### src/rtl/bcd_down_timer_if.sv
// Handshake/bus bundle for bcd_down_timer: control inputs and status outputs.
// The master drives the controls. The timer sits on the slave side.
interface bcd_down_timer_if #(
    parameter int DIGITS = 2
);
    logic                  load_i;
    logic [4*DIGITS-1:0]   load_val_i;
    logic                  start_i;
    logic                  pause_i;
    logic [4*DIGITS-1:0]   count_o;
    logic                  busy_o;
    logic                  done_o;

    modport master (
        output load_i, load_val_i, start_i, pause_i,
        input  count_o, busy_o, done_o
    );

    modport slave (
        input  load_i, load_val_i, start_i, pause_i,
        output count_o, busy_o, done_o
    );
endinterface

### src/rtl/bcd_down_timer.sv
// Loadable multi-digit BCD countdown timer with prescaler, pause/resume and
// a one-cycle done pulse on reaching zero.
// Optional feature macro: BCD_TIMER_AUTO_RELOAD_EN. When it is defined, reaching
// zero reloads the last loaded value and keeps running, which gives a periodic tick.
//
// state   | meaning
// --------+-----------------------------------------------------------
// S_IDLE  | holding count, waiting for start_i (ignored when count is 0)
// S_RUN   | prescaler running, count decrements once per TICK_DIV clocks
// S_PAUSE | count and prescaler frozen until start_i
// S_DONE  | single cycle with done_o high and count 0, then back to idle
module bcd_down_timer #(
    parameter int DIGITS   = 2,
    parameter int TICK_DIV = 1
) (
    input  logic                 clk,
    input  logic                 rstn,
    bcd_down_timer_if.slave      bus
);
    localparam int W  = 4 * DIGITS;
    localparam int PW = (TICK_DIV > 1) ? $clog2(TICK_DIV) : 1;
    localparam logic [PW-1:0] PRESC_LAST = PW'(TICK_DIV - 1);

    typedef enum logic [1:0] {
        S_IDLE  = 2'd0,
        S_RUN   = 2'd1,
        S_PAUSE = 2'd2,
        S_DONE  = 2'd3
    } state_t;

    state_t          state_q;
    logic [W-1:0]    count_q;
    logic [PW-1:0]   presc_q;
    logic            busy_q;
    logic            done_q;
`ifdef BCD_TIMER_AUTO_RELOAD_EN
    logic [W-1:0]    reload_q;
`endif

    logic [W-1:0]    load_san_d;
    logic [W-1:0]    count_dec_d;
    logic            dec_borrow_d;

    // Clamp every load digit above 9 to 9 so the count is always valid BCD.
    always_comb begin
        load_san_d = bus.load_val_i;
        for (int d = 0; d < DIGITS; d++) begin
            if (bus.load_val_i[4*d +: 4] > 4'd9) begin
                load_san_d[4*d +: 4] = 4'd9;
            end
        end
    end

    // Digit-wise BCD decrement; a 0 digit becomes 9 and passes the borrow upward.
    always_comb begin
        count_dec_d  = count_q;
        dec_borrow_d = 1'b1;
        for (int d = 0; d < DIGITS; d++) begin
            if (dec_borrow_d) begin
                if (count_q[4*d +: 4] == 4'd0) begin
                    count_dec_d[4*d +: 4] = 4'd9;
                end else begin
                    count_dec_d[4*d +: 4] = count_q[4*d +: 4] - 4'd1;
                    dec_borrow_d          = 1'b0;
                end
            end
        end
    end

    // Timer FSM with count, prescaler and registered busy/done outputs.
    always_ff @(posedge clk or negedge rstn) begin
        if (!rstn) begin
            state_q  <= S_IDLE;
            count_q  <= '0;
            presc_q  <= '0;
            busy_q   <= 1'b0;
            done_q   <= 1'b0;
`ifdef BCD_TIMER_AUTO_RELOAD_EN
            reload_q <= '0;
`endif
        end else begin
            done_q <= 1'b0;
            if (bus.load_i) begin
                count_q  <= load_san_d;
                presc_q  <= '0;
                state_q  <= S_IDLE;
                busy_q   <= 1'b0;
`ifdef BCD_TIMER_AUTO_RELOAD_EN
                reload_q <= load_san_d;
`endif
            end else begin
                case (state_q)
                    S_IDLE: begin
                        if (bus.start_i && (count_q != '0)) begin
                            state_q <= S_RUN;
                            presc_q <= '0;
                            busy_q  <= 1'b1;
                        end
                    end
                    S_RUN: begin
                        if (bus.pause_i) begin
                            state_q <= S_PAUSE;
                            busy_q  <= 1'b0;
                        end else if (presc_q == PRESC_LAST) begin
                            presc_q <= '0;
                            done_q  <= (count_dec_d == '0);
                            if (count_dec_d == '0) begin
`ifdef BCD_TIMER_AUTO_RELOAD_EN
                                // A zero reload value falls back to one-shot.
                                if (reload_q != '0) begin
                                    count_q <= reload_q;
                                end else begin
                                    count_q <= '0;
                                    state_q <= S_DONE;
                                    busy_q  <= 1'b0;
                                end
`else
                                count_q <= '0;
                                state_q <= S_DONE;
                                busy_q  <= 1'b0;
`endif
                            end else begin
                                count_q <= count_dec_d;
                            end
                        end else begin
                            presc_q <= presc_q + PW'(1);
                        end
                    end
                    S_PAUSE: begin
                        if (!bus.pause_i && bus.start_i) begin
                            state_q <= S_RUN;
                            busy_q  <= 1'b1;
                        end
                    end
                    default: begin
                        state_q <= S_IDLE;
                    end
                endcase
            end
        end
    end

    assign bus.count_o = count_q;
    assign bus.busy_o  = busy_q;
    assign bus.done_o  = done_q;
endmodule

### src/flat_wrapper.sv
// flat-port wrapper written by rule: the top's interface ports become plain ports
module bcd_down_timer_flat 
#(
    parameter int DIGITS   = 2,
    parameter int TICK_DIV = 1
)
  (clk, rstn, bus_load_i, bus_load_val_i, bus_start_i, bus_pause_i, bus_count_o, bus_busy_o, bus_done_o);
  bcd_down_timer_if #(.DIGITS(DIGITS)) bus_i ();
  input  logic clk;
  input  logic rstn;
  input wire logic [$bits(bus_i.load_i)-1:0] bus_load_i;
  input wire logic [$bits(bus_i.load_val_i)-1:0] bus_load_val_i;
  input wire logic [$bits(bus_i.start_i)-1:0] bus_start_i;
  input wire logic [$bits(bus_i.pause_i)-1:0] bus_pause_i;
  output wire logic [$bits(bus_i.count_o)-1:0] bus_count_o;
  output wire logic [$bits(bus_i.busy_o)-1:0] bus_busy_o;
  output wire logic [$bits(bus_i.done_o)-1:0] bus_done_o;
  assign bus_i.load_i = bus_load_i;
  assign bus_i.load_val_i = bus_load_val_i;
  assign bus_i.start_i = bus_start_i;
  assign bus_i.pause_i = bus_pause_i;
  assign bus_count_o = bus_i.count_o;
  assign bus_busy_o = bus_i.busy_o;
  assign bus_done_o = bus_i.done_o;
  bcd_down_timer #(.DIGITS(DIGITS), .TICK_DIV(TICK_DIV)) u_core (.clk(clk), .rstn(rstn), .bus(bus_i));
endmodule
### config.mk
export PLATFORM = sky130hd
export DESIGN_NAME = bcd_down_timer_flat
export DESIGN_NICKNAME = d
export VERILOG_FILES = /design/src/rtl/bcd_down_timer_if.sv /design/src/rtl/bcd_down_timer.sv /design/src/flat_wrapper.sv
export SDC_FILE = /design/constraint.sdc
export NUM_CORES = 1
export LEC_CHECK = 0
export BUFFER_PORTS_ARGS = -buffer_cell sky130_fd_sc_hd__buf_2
export CORE_AREA = 5 5 44 46
export DETAILED_ROUTE_END_ITERATION = 7
export DIE_AREA = 0 0 49 51
export PLACE_DENSITY = 0.77
export REMOVE_ABC_BUFFERS = 1
export SLEW_MARGIN = 20
export SYNTH_ARGS = -nofsm -noshare
export SYNTH_HDL_FRONTEND = slang
export SYNTH_SLANG_ARGS = --single-unit
### constraint.sdc
create_clock -name clk -period 3.7 [get_ports clk]
set_input_delay 1.11 -clock clk [delete_from_list [all_inputs] [get_ports clk]]
set_output_delay 1.11 -clock clk [all_outputs]
set_load 0.02 [all_outputs]
==> metrics.yaml <==
start_util_pct: 49.1
grt.total_usage_pct: 14.2
die_h_um: 51
postCtsSetupBuffers: 0
postCtsHoldBufs: 0
area_delta_synth_final_pct: 19.9
dp_hpwl_mm: 1.28
timing.final.crit_period_ns: 2.18
clockBufferDepth: 2
tightest_slew_ns: 0.426
grt_start_max_net_pins: 21
diodes: 0
wl_met3_um: 112
tns_ns: 0
cts_tree: "yes"
setup_violations: 0
overflow: 0
first_pass_iters: 4
crit_slowest_cell: "dfrtp_1"
synth_edf_count: 0
maxCapViolations: 0
hold_violations: 0
grt_pass1_vias: 623
path_buf_inv: 1
io_pins: 23
avgRoutedWirePerCell_um: 14.3
synth-seq-area-share_pct: 41.5
synth.avg_cell_area_um2: 8.93
die-area_um2: 2500
die_width_um: 49
n_fill_cell: 138
status: "completed"
htreeDepth: 1
worstHoldStart: "u_core.bus.busy_o$_DFFE_PN0P_"
dp_worst_setup_slack_ns: 1.32
maxUsedRoutingLayer: "met4"
met2_length_um: 841
critPathMaxFanout: 11
syn_area_um2: 723
path_cells: "buf_2"
cp_slowest_stage_delay_ns: 0.56
synth_seq_cells: 12
drive_gt1_share_pct: 28.2
place_congestion: 0.835
power.density_nw_per_um2: 388
drt-met1-wl_um: 729
coreArea_um2: 1470
cts_resized: 0
p_total_w: 0.000336
slew_viol_final: 0
leakage_nw: 0.398
critPathLaunch: "u_core.bus.count_o[0]$_DFFE_PN0P_"
fmax_mhz: 460
period_share_pct: 58.8
numCtsBuffers: 3
cp-end-kind: "output port"
finClkSkew_ns: 0.0100
ir_drop_mv: 0.198
clock_latency_ns: 0.27
antenna_found_initial: 0
cpLargestDelayFamily: "flip-flops"
rows: 14
synthDistinctLibCells: 34
timing.rr.start: "u_core.state_q[1]$_DFFE_PN0P_"
synthFlopType: "dfrtp_1"
async_reset_ff_share_pct: 100
drt_iter0_drc: 11
cts_num_sinks: 12
final_core_util_pct: 58.9
clk_pin_slew_ns: 0.08
nets: 117
grt_pass1_wl_mm: 2.83
viasPerCell: 5.89
worstHoldPathType: "register to register"
cp_data_required_time_ns: 2.59
drt.antenna.violating_nets: 0
arrival_ns: 1.07
worstSetupPathType: "register to output port"
drc_errors: 0
netlist_instances: 81
rsz0062_at_grt: "false"
yosysWarnings: 0
max_slew_margin_pct: 71.5
cts-root-buf: "clkbuf_4"
vias: 701
totalWireLength_mm: 1.71
worst_setup_path_start_kind: "register"
port_buffers: 22
setup_slack_ns: 1.52
==> layout by cell type (no fill, tap or decap), types with 2 or more instances in the layout <==
cell type and n:
a32oi_1 2, inv_1 5, mux2i_1 2, nand3_1 4, nor3_1 5, clkbuf_4 3, o21ai_0 7, nor2b_1 3
buf_2 22, nor2_1 6, dfrtp_1 12, a21oi_1 5, nand2_1 4, nand4b_1 2
==> metrics by stage <==
step / cell area, µm² / hold WS, ns / instances
2_1_floorplan: 701 / 0.543 / 77
3_3_place_gp: 831 / 0.544 / 115
3_5_place_dp: 831 / 0.548 / 115
4_1_cts: 867 / 0.561 / 119
5_1_grt: 867 / 0.588 / 119
6_report: 867 / 0.553 / 119
==> cell families (layout without fill, tap and decap cells) <==
group / count (synthesis) / in the layout / synth area share [%]
DFF: 12 / 12 / 41.5
AOI/OAI and AO/OA: 22 / 22 / 19.9
muxes: 2 / 2 / 2.77
buffers and inverters: 9 / 31 / 5.71
and+or+nand+nor: 34 / 34 / 27.7
xor gates and xnor gates: 2 / 2 / 2.42
==> power breakdown <==
part,internal (W),switching [W]
Clock,0.0000597,0.0000415
Sequential,0.000142,0.0000178
Combinational,0.0000303,0.0000451
==> flip-flops by register name, summed over array words and instances, names as in the netlist <==
register            cells
u_core.bus.count_o      8
u_core.state_q          2
u_core.bus.busy_o       1
u_core.bus.done_o       1
==> path summary, 6_finish.rpt <==
kind	end	slack, ns	cells past startpoint
worst max-delay path	bus_count_o[0]	1.52	1
worst min-delay path	u_core.bus.busy_o$_DFFE_PN0P_	0.55	2
worst max register to register	u_core.bus.count_o[2]$_DFFE_PN0P_	2.04	4
worst min register to register	u_core.bus.busy_o$_DFFE_PN0P_	0.55	2
max in group asynchronous	u_core.bus.count_o[6]$_DFFE_PN0P_	2.76	1
min in group asynchronous	u_core.bus.count_o[0]$_DFFE_PN0P_	0.71	1
==> Yosys cell counts (2+ instances only) <==
cell,instances,area [µm²]
o21ai_0,7,35.0
nor3_1,5,25.0
inv_1,5,18.8
nor2_1,6,22.5
mux2i_1,2,20.0
a32oi_1,2,17.5
nand2_1,4,15.0
nand3_1,4,20.0
nor2b_1,3,18.8
a21oi_1,5,25.0
dfrtp_1,12,300
nand4b_1,2,17.5
clkbuf_1,3,11.3
==> metal layers <==
metal,GRT usage (%),vias to the layer above
met3,1.16,2
li1,-,343
met2,24.1,25
met1,18.9,331
met5,0,-
met4,5.38,0
==> cell type report <==
class                           count  area, µm²  share of cell area [%]
Timing Repair Buffer               22        110                    12.7
Clock buffer                        4       36.3                    4.18
Inverter                            5       18.8                    2.16
Tap cell                           16       20.0                    2.31
Sequential cell                    12        300                    34.6
Multi-Input combinational cell     60        382                    44.0
Note: power is estimated with default switching activity, not from simulation.
